### src/rtl/uart_receiver.sv
// -----------------------------------------------------------------------------
// uart_receiver
//  8N1 UART receiver, LSB first. The asynchronous serial_in pin is brought into
//  the clk domain by a two-flop synchroniser. Each bit is sampled at its centre
//  and the stop bit is checked. Each byte is then offered on a ready/valid
//  output that is backed by a one-entry holding buffer.
//
//  state | meaning
//  ------+---------------------------------------------------------------
//  IDLE  | line idle, waiting for rx to fall
//  START | confirming the start bit at its centre (a high rx is a glitch)
//  DATA  | sampling 8 data bits, LSB first
//  STOP  | sampling the stop bit, then delivering the byte or flagging an error
//
// Ports
//  clk             in   1  core clock, rising edge
//  rst             in   1  synchronous, active-high reset
//  serial_in       in   1  asynchronous UART line, idle high
//  data_out        out  8  received byte, stable while data_out_valid=1
//  data_out_valid  out  1  holding buffer occupied
//  data_out_ready  in   1  consumer accepts (fire = valid & ready)
//  framing_error   out  1  one-cycle pulse, stop bit sampled low
//  overrun         out  1  one-cycle pulse, byte dropped because buffer full
// -----------------------------------------------------------------------------
module uart_receiver #(
   parameter int CLOCK_FREQ = 125_000_000,
   parameter int BAUD_RATE  = 115_200
) (
   input  logic       clk,
   input  logic       rst,
   input  logic       serial_in,
   output logic [7:0] data_out,
   output logic       data_out_valid,
   input  logic       data_out_ready,
   output logic       framing_error,
   output logic       overrun
);

   localparam int T  = CLOCK_FREQ / BAUD_RATE;
   localparam int S  = T / 2;
   localparam int CW = $clog2(T);

   localparam logic [CW-1:0] C_LAST   = CW'(T - 1);
   localparam logic [CW-1:0] C_SAMPLE = CW'(S);

   localparam logic [1:0] IDLE  = 2'd0;
   localparam logic [1:0] START = 2'd1;
   localparam logic [1:0] DATA  = 2'd2;
   localparam logic [1:0] STOP  = 2'd3;

   logic          r_sync1;
   logic          r_sync2;
   logic [1:0]    r_state;
   logic [CW-1:0] r_clk_cnt;
   logic [2:0]    r_bit_cnt;
   logic [7:0]    r_shift;
   logic [7:0]    r_data;
   logic          r_valid;
   logic          r_framing_error;
   logic          r_overrun;

   logic w_rx;
   logic w_sample;
   logic w_fire;
   logic w_finish;
   logic w_good;

   assign w_rx     = r_sync2;
   assign w_sample = (r_state != IDLE) && (r_clk_cnt == C_SAMPLE);
   assign w_fire   = r_valid & data_out_ready;
   assign w_finish = (r_state == STOP) && w_sample;
   assign w_good   = w_finish & w_rx;

   // Both flops reset high so that reset release cannot look like a start edge.
   always_ff @(posedge clk) begin
      if (rst) begin
         r_sync1 <= 1'b1;
         r_sync2 <= 1'b1;
      end else begin
         r_sync1 <= serial_in;
         r_sync2 <= r_sync1;
      end
   end

   // The counter is held at zero in IDLE, which also clears it on the IDLE->START
   // transition. From then on it free-runs modulo T, so every bit of the frame
   // lands on the same count S.
   always_ff @(posedge clk) begin
      if (rst) begin
         r_clk_cnt <= '0;
      end else if (r_state == IDLE) begin
         r_clk_cnt <= '0;
      end else if (r_clk_cnt == C_LAST) begin
         r_clk_cnt <= '0;
      end else begin
         r_clk_cnt <= r_clk_cnt + CW'(1);
      end
   end

   always_ff @(posedge clk) begin
      if (rst) begin
         r_state   <= IDLE;
         r_bit_cnt <= 3'd0;
         r_shift   <= 8'h00;
      end else begin
         case (r_state)
            IDLE: begin
               if (!w_rx) begin
                  r_state <= START;
               end
            end
            START: begin
               if (w_sample) begin
                  if (w_rx) begin
                     r_state <= IDLE;
                  end else begin
                     r_state   <= DATA;
                     r_bit_cnt <= 3'd0;
                  end
               end
            end
            DATA: begin
               if (w_sample) begin
                  r_shift[r_bit_cnt] <= w_rx;
                  if (r_bit_cnt == 3'd7) begin
                     r_state <= STOP;
                  end else begin
                     r_bit_cnt <= r_bit_cnt + 3'd1;
                  end
               end
            end
            STOP: begin
               // Leave at the stop-bit centre, so that a start bit following
               // directly after the stop bit is not missed.
               if (w_sample) begin
                  r_state <= IDLE;
               end
            end
            default: r_state <= IDLE;
         endcase
      end
   end

   // A buffer that is draining in this same cycle counts as free, so a
   // simultaneous fire and load keeps valid high with the new byte.
   always_ff @(posedge clk) begin
      if (rst) begin
         r_data          <= 8'h00;
         r_valid         <= 1'b0;
         r_framing_error <= 1'b0;
         r_overrun       <= 1'b0;
      end else begin
         r_framing_error <= w_finish & ~w_rx;
         r_overrun       <= w_good & r_valid & ~data_out_ready;
         if (w_good && (!r_valid || w_fire)) begin
            r_data  <= r_shift;
            r_valid <= 1'b1;
         end else if (w_fire) begin
            r_valid <= 1'b0;
         end
      end
   end

   assign data_out       = r_data;
   assign data_out_valid = r_valid;
   assign framing_error  = r_framing_error;
   assign overrun        = r_overrun;

endmodule
### config.mk
export PLATFORM = sky130hd
export DESIGN_NAME = uart_receiver
export DESIGN_NICKNAME = d
export VERILOG_FILES = /design/src/rtl/uart_receiver.sv
export SDC_FILE = /design/constraint.sdc
export NUM_CORES = 1
export LEC_CHECK = 0
export BUFFER_PORTS_ARGS = -buffer_cell sky130_fd_sc_hd__buf_2
export CAP_MARGIN = 15
export CORE_MARGIN = 3
export CORE_UTILIZATION = 40
export DETAILED_ROUTE_END_ITERATION = 8
export GPL_ROUTABILITY_DRIVEN = 0
export MAX_ROUTING_LAYER = met4
export SLEW_MARGIN = 20
export SYNTH_ARGS = -nofsm -noshare
export SYNTH_HDL_FRONTEND = slang
export SYNTH_SLANG_ARGS = --single-unit
export TNS_END_PERCENT = 30
### constraint.sdc
create_clock -name clk -period 2.13 [get_ports clk]
set_input_delay 0.3195 -clock clk [delete_from_list [all_inputs] [get_ports clk]]
set_output_delay 0.3195 -clock clk [all_outputs]
set_load 0.02 [all_outputs]
=== Word-level counts from Yosys, hierarchy flattened ===
Index checks and enable logic that the tools add are counted.

* Bits in registers: 37
* Input port bits: 4
* Output and inout bits: 11
* Word-level logic and storage cells: 65

* Add/sub/neg operators: 2
* Magnitude comparators: 2
* Eq/ne operators: 13
* Mux-type cells: 17
* Bitwise operators: 7
* Reduce and logical (&&, ||, !) cells: 14

{| class="wikitable"
|+ Operators with widths
! kind !! number
|-
| $ne 2x2->1 const B || 7
|-
| $mux 2 || 6
|-
| $mux 3 || 4
|-
| $add 11x1->11 const B || 1
|-
| $eq 11x10->1 const B || 1
|-
| $eq 11x11->1 const B || 1
|-
| $reduce_and 5->1 || 2
|-
| $bwmux 8 || 1
|-
| $pmux 2 s4 || 1
|-
| $pmux 3 s2 || 1
|-
| $reduce_bool 2->1 || 3
|-
| $and 1x1->1 || 5
|-
| $eq 2x2->1 const B || 2
|-
| $logic_and 1x1->1 || 4
|-
| $lt 3x4->1 const B || 1
|-
| $add 3x1->3 const B || 1
|-
| $demux 1 s3 || 1
|-
| $eq 3x3->1 const B || 1
|-
| $ge 3x1->1 const B || 1
|-
| $mux 1 || 3
|-
| $reduce_or 3->1 || 1
|-
| $eq 2x1->1 const B || 1
|-
| $logic_not 2->1 || 1
|-
| $not 1->1 || 2
|-
| 3 further kinds || 3
|}

=== Logic depth before layout (Yosys ltp) ===
Gate-level depths: netlist (run 1).

* Depth after elaboration: 6
* Depth in mapped cells: 7
* Mapped depth without buffers: 6

=== Worst setup path before layout (run 1) ===
No wires, ideal clock.

* Kind: reg-to-reg
* From: reg r_clk_cnt[0]
* To: reg r_state[0]
* Library setup time: 129 ps
* Arrival time: 1,484 ps
* Required time: 2,001 ps
* Path slack: 517 ps
* Cell stages (with the launch flop): 8
* Buffers on the path: 1
* Period minus slack after synthesis: 1,613 ps
* Path through: dfxtp_1 -> inv_1 -> ha_1 -> and4bb_1 -> and3_1 -> buf_6 -> a311oi_1 -> nor3b_1

* Cells in the longest elaborated chain, start to end: 4
* Elaborated cells between the ends (all ways): 6
* Those cells by class: eq/ne (4); reduce/logical (2)

{| class="wikitable"
|+ Ends and longest elaborated chain
! item !! line !! RTL
|-
| start: declaration || 54 || <nowiki>logic [CW-1:0] r_clk_cnt;</nowiki>
|-
| start signal: assignment || 96 || <nowiki>r_clk_cnt <= r_clk_cnt + CW'(1);</nowiki>
|-
| $eq 11x10->1 * || 69 || <nowiki>assign w_sample = (r_state != IDLE) && (r_clk_cnt == C_SAMPLE);</nowiki>
|-
| $logic_and 1x1->1 * || 69 ||
|-
| $ne 2x2->1 (no line) || - ||
|-
| $reduce_and 5->1 (no line) * || - ||
|-
| end signal: assignment || 102 || <nowiki>r_state <= IDLE;</nowiki>
|-
| end signal: assignment || 109 || <nowiki>r_state <= START;</nowiki>
|-
| end signal: assignment || 115 || <nowiki>r_state <= IDLE;</nowiki>
|-
| end: declaration || 53 || <nowiki>logic [1:0] r_state;</nowiki>
|}

Every way passes the cells marked *; elsewhere a longest branch is shown, timed or not.
A chain may end at the register's enable or synchronous reset.

=== Worst setup path in the final report (run 1) ===
* From: reg r_bit_cnt[0]
* To: reg r_bit_cnt[2]

* Cells in the longest elaborated chain, start to end: 4
* Elaborated cells between the ends (all ways): 7
* Those cells by class: add/sub (1); eq/ne (2); mux (3); reduce/logical (1)

{| class="wikitable"
|+ Ends and longest elaborated chain
! item !! line !! RTL
|-
| start: declaration || 55 || <nowiki>logic [2:0] r_bit_cnt;</nowiki>
|-
| start signal: assignment || 128 || <nowiki>r_bit_cnt <= r_bit_cnt + 3'd1;</nowiki>
|-
| $add 3x1->3 || 128 ||
|-
| $mux 3 || 125 || <nowiki>if (r_bit_cnt == 3'd7) begin</nowiki>
|-
| $mux 3 || 123 || <nowiki>if (w_sample) begin</nowiki>
|-
| $pmux 3 s2 || 106 || <nowiki>case (r_state)</nowiki>
|}

Several ways; a longest one is shown, not always the timed one. The select of a mux whose other input is x is not followed.

==> metrics.md, run 1 <==
| Metric | Value |
|---|---|
| Sum Neg Setup Slack | `0 ns` |
| Post-CTS Setup Bufs | `0` |
| # nets final | `about 190` |
| Worst-Margin Slew | `about 0.41 ns` |
| Pwr Density | `726 mW/mm^2` |
| Switching share of total power | `19.3%` |
| Worst Skew | `0.00781 ns` |
| Fin. Hold Viols | `0` |
| Most frequent cells in the layout | `dfxtp_1 (37), nor2_1 (20), nand2b_1 (18), mux2i_1 (16), buf_2 (14)` |
| Register area share after synthesis | `44.8%` |
| Mapped Area | `between 0.0015 and 0.002 sq mm` |
| IO Port Bufs | `14` |
| Routed len/inst | `12.2 um` |
| CTS Buf Count | `5` |
| H-Tree Depth | `2` |
| Proportion of layout cells with a drive suffix above 1 | `between 15 and 20%` |
| Grt ovf | `0` |
| Placed Instances | `about 220` |
| RSZ-0062 raised after global routing | `false` |
| Ys flop type | `dfxtp_1` |
| WS Path Type | `reg -> reg` |
| EDFF count, synth | `0` |
| Total Power | `~0.0013 W` |
| Vias | `~1200` |
| 1st-pass router iterations | `4` |
| Class of the worst hold path | `in -> reg` |
| Worst-path maximum fanout | `11` |
| Crit-path cells | `ha_1, ha_1, nor3b_1, o2111ai_1, a32oi_1, nor2_1` |
| Worst path bufs/invs | `0` |
| Clock buffer depth | `2` |
| Xor-xnor portion of the synthesized cell area | `4.77%` |
| Synthesized instance count | `171` |
| Area grow syn2layout | `12.3%` |
| Clock sink total | `37` |
| Post-synth top area cell | `dfxtp_1` |
| Detailed Route WL | `2810 um` |
| Slew margin rel. | `72.3%` |
| Initial antenna violation count | `0` |
| Root buffer cell | `clkbuf_8` |
| Die Footprint | `between 0.004 and 0.005 sq mm` |
| Gr usage total | `roughly 13%` |
| FP Rows | `22` |
| Synth Warn # | `0` |
| Initial Utilization | `a little over two fifths` |
| TritonCTS clock tree | `built` |
| Post-Syn Area per Cell | `9.67 sq um` |
| Crit share post-route | `a little over four fifths` |
| Part of the power in registers | `51.9%` |
| Share of the synthesized area in the top cell type | `between 40% and 50%` |
| Later-pin clock latency in the skew report | `0.29 ns` |
| Post-DP HPWL | `about 1900 um` |
| Final Max Tran Viols | `0` |
| Post-cts sizing count | `0` |
| Fin crit period | `1.81 ns` |
| Most frequent CP cell | `ha_1` |
| Placeable Area | `about 0.0038 sq mm` |
| Synth Area in Compound Gates | `under 10%` |
| Crit path largest cell delay | `between 0.4 and 0.5 ns` |
| Critical Path Source Type | `register` |
| Width of the chip | `roughly 70 um` |
| Peak VDD IR | `around 370 uV` |
| Syn_nets | `180` |
| Top cells by area, synth | `dfxtp_1 (45%), mux2i_1 (9.7%), nand2b_1 (6.8%)` |
| Die height | `70.3 um` |
| Final non-filler cell total | `between 200 and 250` |
| Adder-Cell Fraction of Synth Area | `~3.8%` |
| P_int | `0.00109 W` |
| Via density | `around 5` |
| Critical Path End Type | `register` |
| First-pass GRT wire length | `around 4900 um` |
| Clock group share of total power | `a little under half` |
| Maximum clock rate | `between 500 and 600 MHz` |
| # IOs | `15` |
| Initial drt markers | `51` |
| Seq cells post-synth | `37` |
| NetSw | `between 0.0002 and 0.0003 W` |
| CTS clk-pin slew, worst paths | `0.07 ns` |
| Yosys cell types | `34` |
| Max-cap violation count | `0` |
| Hold bufs inserted after CTS | `0` |
| DRT antenna net count | `0` |
| DRC violations left | `0` |
| Outcome | `complete, no violations` |
| Setup violations, final | `0` |
| Largest net degree at the start of global routing | `29` |
| Diode count | `0` |
| Logic pwr share | `1.9%` |
| Mux contribution to synthesized area | `about 9.7%` |
| Worst path slowest cell | `dfxtp_1` |
| Synth Area in Simple Gates | `29.6%` |
| Vias in the first global route | `1123` |
| Pleak | `0.743 nW` |
| Delay-heaviest family, CP | `adder cells` |
| Commonest non-fill, non-tap cell in the layout | `dfxtp_1` |
| CP required | `~2.3 ns` |
| Async SR Flop Fraction | `0%` |
| CP arrival | `1.98 ns` |
| Hold Slack | `0.216 ns` |
| Largest family of logic cells by synthesized area | `simple AND/OR/NAND/NOR gates` |
cell usage after synthesis (3+ instances only):
cell	n
a21oi_1	3
and3_1	3
clkbuf_1	6
dfxtp_1	37
ha_1	5
inv_1	3
mux2i_1	16
nand2_1	6
nand2b_1	18
nand3_1	9
nand3b_1	4
nand4_1	3
nor2_1	20
nor3b_1	7
xnor2_1	5
xor2_1	4
worst reg2reg max path: stages (launching register included):
cell	delay, ns
dfxtp_1	0.41
ha_1	0.25
ha_1	0.19
nor3b_1	0.37
o2111ai_1	0.21
a32oi_1	0.20
nor2_1	0.05
cells by family after synthesis:
kind of cell / after synthesis
compound gates: 8
simple gates: 82
mux: 16
xor+xnor: 9
fa+ha+maj: 5
buf+inv: 14
flops: 37
state kept, by name (all words and copies together) (netlist names), named ones only:
register,cells
data_out,8
data_out_valid,1
framing_error,1
overrun,1
r_bit_cnt,3
r_clk_cnt,11
r_shift,8
r_state,1
r_sync1,1
r_sync2,1
through the flow:
stage | cell area [sq um] | util [%] | setup slack (ns)
2_1_floorplan | 1650 | - | 0.517
6_report | 1860 | 48.5 | 0.320
5_1_grt | 1860 | 48.5 | 0.189
3_5_place_dp | 1740 | 45.4 | 0.347
3_3_place_gp | 1740 | 45.4 | 0.345
4_1_cts | 1860 | 48.5 | 0.327
final timing paths:
kind / from / endpoint / slack (ns) / cells past startpoint
max: r_bit_cnt[0] / r_bit_cnt[2] / 0.32 / 6
min: serial_in / r_sync1 / 0.22 / 2
max reg2reg: r_bit_cnt[0] / r_bit_cnt[2] / 0.32 / 6
min reg2reg: r_sync1 / r_sync2 / 0.41 / 1
power groups by stage:
stage,Combinational [W],Clock [W],Sequential (W)
after floorplan,0.0000229,0,0.000712
after global placement,0.0000265,0,0.000715
after detailed placement,0.0000271,0,0.000715
after CTS,0.0000269,0.000642,0.000699
after global routing,0.0000298,0.000669,0.000699
final,0.0000261,0.000622,0.000699
layer usage:
| layer | wire [um] | GRT usage, % | vias to the layer above |
|---|---|---|---|
| met1 | 1250 | 14.1 | 557 |
| met5 | 0 | - | - |
| met2 | 1390 | 21.2 | 13 |
| met3 | 83 | 3.45 | 7 |
| li1 | - | - | 604 |
| met4 | 75 | 7.66 | 0 |
area by class of cell:
cell class | instances | area, sq um
multi-input combinational | 120 | 846
timing repair buffer | 15 | 77.6
inverter | 3 | 11.3
sequential | 37 | 741
tap | 48 | 60.1
clock inverter | 2 | 37.5
fill | 369 | 1970
clock buffer | 6 | 82.6
Power figures use the tool's default switching activity.
==> run 2: changes to the inputs <==
- clock period: 2.13 -> 1.5 ns (I/O delays scaled with it)
==> run 2 against run 1 <==
The run now ends with negative setup slack left; clock power up 7.6%; fmax up 18%; combinational power up 77%; first-iteration DRC count up 61%; final area up 6.3%; clock-buffer cell count down 1; sequential cell count unchanged; clock skew up 0.0028 ns; sequential share of layout area down 2.3 points; critical endpoint is now r_shift[1].
==> metrics.md, run 2 (synthesis gave the netlist of run 1 again) <==
| Metric | Value |
|---|---|
| Most frequent cells in the layout | `dfxtp_1 (36), nor2_1 (20), nand2b_1 (18), buf_4 (17), mux2i_1 (16)` |
| Clock buffer depth | `2 (unchanged)` |
| FP Rows | `22 (unchanged)` |
| Slew margin rel. | `77.2% (+4.9 points)` |
| DP Area | `0.00186 sq mm (+7.0%)` |
| DRT antenna net count | `0 (unchanged)` |
| Crit-path cells | `inv_2, ha_2, and4bb_2, nand4_1, nor3b_2, mux2i_1` |
| Total Power | `0.00171 W (+27%)` |
| Vias | `1267 (+7.3%)` |
| CTS Buf Count | `5 (unchanged)` |
| Outcome | `finished with violations` |
| Die height | `70.3 um (unchanged)` |
| Worst path bufs/invs | `1 (+1)` |
| Width of the chip | `70.3 um (unchanged)` |
| Failing checks | `negative setup slack` |
| Root buffer cell | `clkbuf_8` |
| Grt ovf | `0 (unchanged)` |
| 1st-pass router iterations | `4 (unchanged)` |
| Hold Slack | `0.117 ns (-0.0991 ns)` |
| CTS clk-pin slew, worst paths | `0.08 ns (about the same)` |
| Max reg flops | `11 (unchanged)` |
| Final Max Tran Viols | `0 (unchanged)` |
| Area grow syn2layout | `19.4%` |
| Largest Register | `r_clk_cnt` |
| Crit share post-route | `102% (+17 points)` |
| Via density | `5.13 (+0.33%)` |
| Max-cap violation count | `0 (unchanged)` |
| CP required | `1.73 ns (-0.57 ns)` |
| Later-pin clock latency in the skew report | `0.29 ns (about the same)` |
| Worst Skew | `0.0107 ns (+0.00285 ns)` |
| Pleak | `0.815 nW (+9.7%)` |
| RSZ-0062 raised after global routing | `true` |
| Fin crit period | `1.53 ns (-0.277 ns)` |
| Clock sink total | `37 (unchanged)` |
| Routed len/inst | `13.0 um (+7.1%)` |
| Initial Utilization | `43.2% (unchanged)` |
| Gr usage total | `14.3% (+1.3 points)` |
| Fin. Hold Viols | `0 (unchanged)` |
| Peak VDD IR | `490 uV (+34%)` |
| Critical Path End Type | `register` |
| CP arrival | `1.76 ns (-0.22 ns)` |
| Worst-path maximum fanout | `5 (-6)` |
| H-Tree Depth | `2 (unchanged)` |
| # IOs | `15 (unchanged)` |
| Maximum clock rate | `652 MHz (+18%)` |
| Detailed Route WL | `3210 um (+14%)` |
| Sum Neg Setup Slack | `-0.140 ns (-0.140 ns)` |
| IO Port Bufs | `14 (unchanged)` |
| TritonCTS clock tree | `built` |
| First-pass GRT wire length | `5520 um (+12%)` |
| Diode count | `0 (unchanged)` |
| # nets final | `207 (+8.4%)` |
| Hold bufs inserted after CTS | `0 (unchanged)` |
| Largest net degree at the start of global routing | `18 (-38%)` |
| Post-DP HPWL | `2380 um (+23%)` |
| Initial drt markers | `82 (+61%)` |
| Pwr Density | `866 mW/mm^2 (+19%)` |
| PnR worst setup slack | `-0.0335 ns (-0.353 ns)` |
| Die Footprint | `0.00494 sq mm (unchanged)` |
| Proportion of layout cells with a drive suffix above 1 | `27.1% (+12 points)` |
| Vias in the first global route | `1238 (+10%)` |
| Placeable Area | `0.00383 sq mm (unchanged)` |
| Class of the worst hold path | `in -> reg` |
| DRC violations left | `0 (unchanged)` |
| Initial antenna violation count | `0 (unchanged)` |
| Setup violations, final | `6 (+6)` |
| Critical Path Source Type | `register` |
| Worst path slowest cell | `dfxtp_2` |
| Commonest non-fill, non-tap cell in the layout | `dfxtp_1` |
| Worst-Margin Slew | `0.341 ns (-0.0729 ns)` |
| Delay-heaviest family, CP | `simple AND/OR/NAND/NOR gates` |
| Final non-filler cell area | `0.00197 sq mm (+6.3%)` |
| Crit path largest cell delay | `0.32 ns (-0.09 ns)` |
| WS Path Type | `reg -> reg` |
==> run 2: changes by cell type in the layout (fill, tap and decap cells not counted), moves of 2 or more <==
cell / delta
buf_4: +16
nor3b_2: +3
nor3b_1: -3
clkinv_2: +2
==> run 2: worst paths after layout <==
| path | slack [ns] | start | depth (start not counted) | endpoint |
|---|---|---|---|---|
| hold reg to reg | 0.41 | r_sync1 | 1 | r_sync2 |
| setup reg to reg | -0.03 | r_clk_cnt[0] | 6 | r_shift[1] |
| hold / removal | 0.12 | serial_in | 2 | r_sync1 |
| setup / recovery | -0.03 | r_clk_cnt[0] | 6 | r_shift[1] |
==> run 2: layout make-up <==
class                   instances  area (sq um)
inverters                       3          11.3
fillers                       360          1850
clock inverters                 3          17.5
multi-input cells             120           876
repair buffers                 31           198
flip-flops and latches         37           742
clock buffers                   5          68.8
well taps                      48          60.1
==> run 2: metrics by stage <==
step / cells / setup slack (ns) / utilization (%)
global route: 247 / -0.124 / 51.6
finish: 247 / -0.0335 / 51.6
CTS: 246 / -0.0305 / 51.1
detailed placement: 238 / -0.0582 / 48.5
floorplan: 171 / -0.00672 / -
global placement: 238 / 0.00652 / 48.5
==> run 2: power breakdown <==
part	switching (W)	internal [W]	leakage, nW
clock	0.000349	0.000320	0.0439
combinational	0.0000232	0.0000231	0.472
sequential	0.00000611	0.000987	0.299
total	0.000378	0.00133	0.815
==> run 2: timing repair <==
| item | in CTS | in global routing |
|---|---|---|
| setup buffers | 0 | 1 |
| gates resized for setup | 3 | 4 |
| endpoints found under the setup margin | 18 | 27 |
| pin swaps | 1 | 1 |
==> run 2: layer usage <==
metal  wire length [um]  vias to the layer above  global-route usage, %
met1               1470                      603                   16.1
met4                 57                        0                   6.17
li1                   -                      633                      -
met3                130                        6                   4.17
met2               1560                       25                   23.5
met5                  0                        -                      -
==> run 2: worst reg2reg max path: cells and delay by family (launching register included) <==
| kind | cells | cell delay [ns] |
|---|---|---|
| fa+ha+maj | 1 | 0.15 |
| flops | 1 | 0.32 |
| simple gates | 3 | 0.76 |
| buf+inv | 1 | 0.05 |
| mux | 1 | 0.19 |
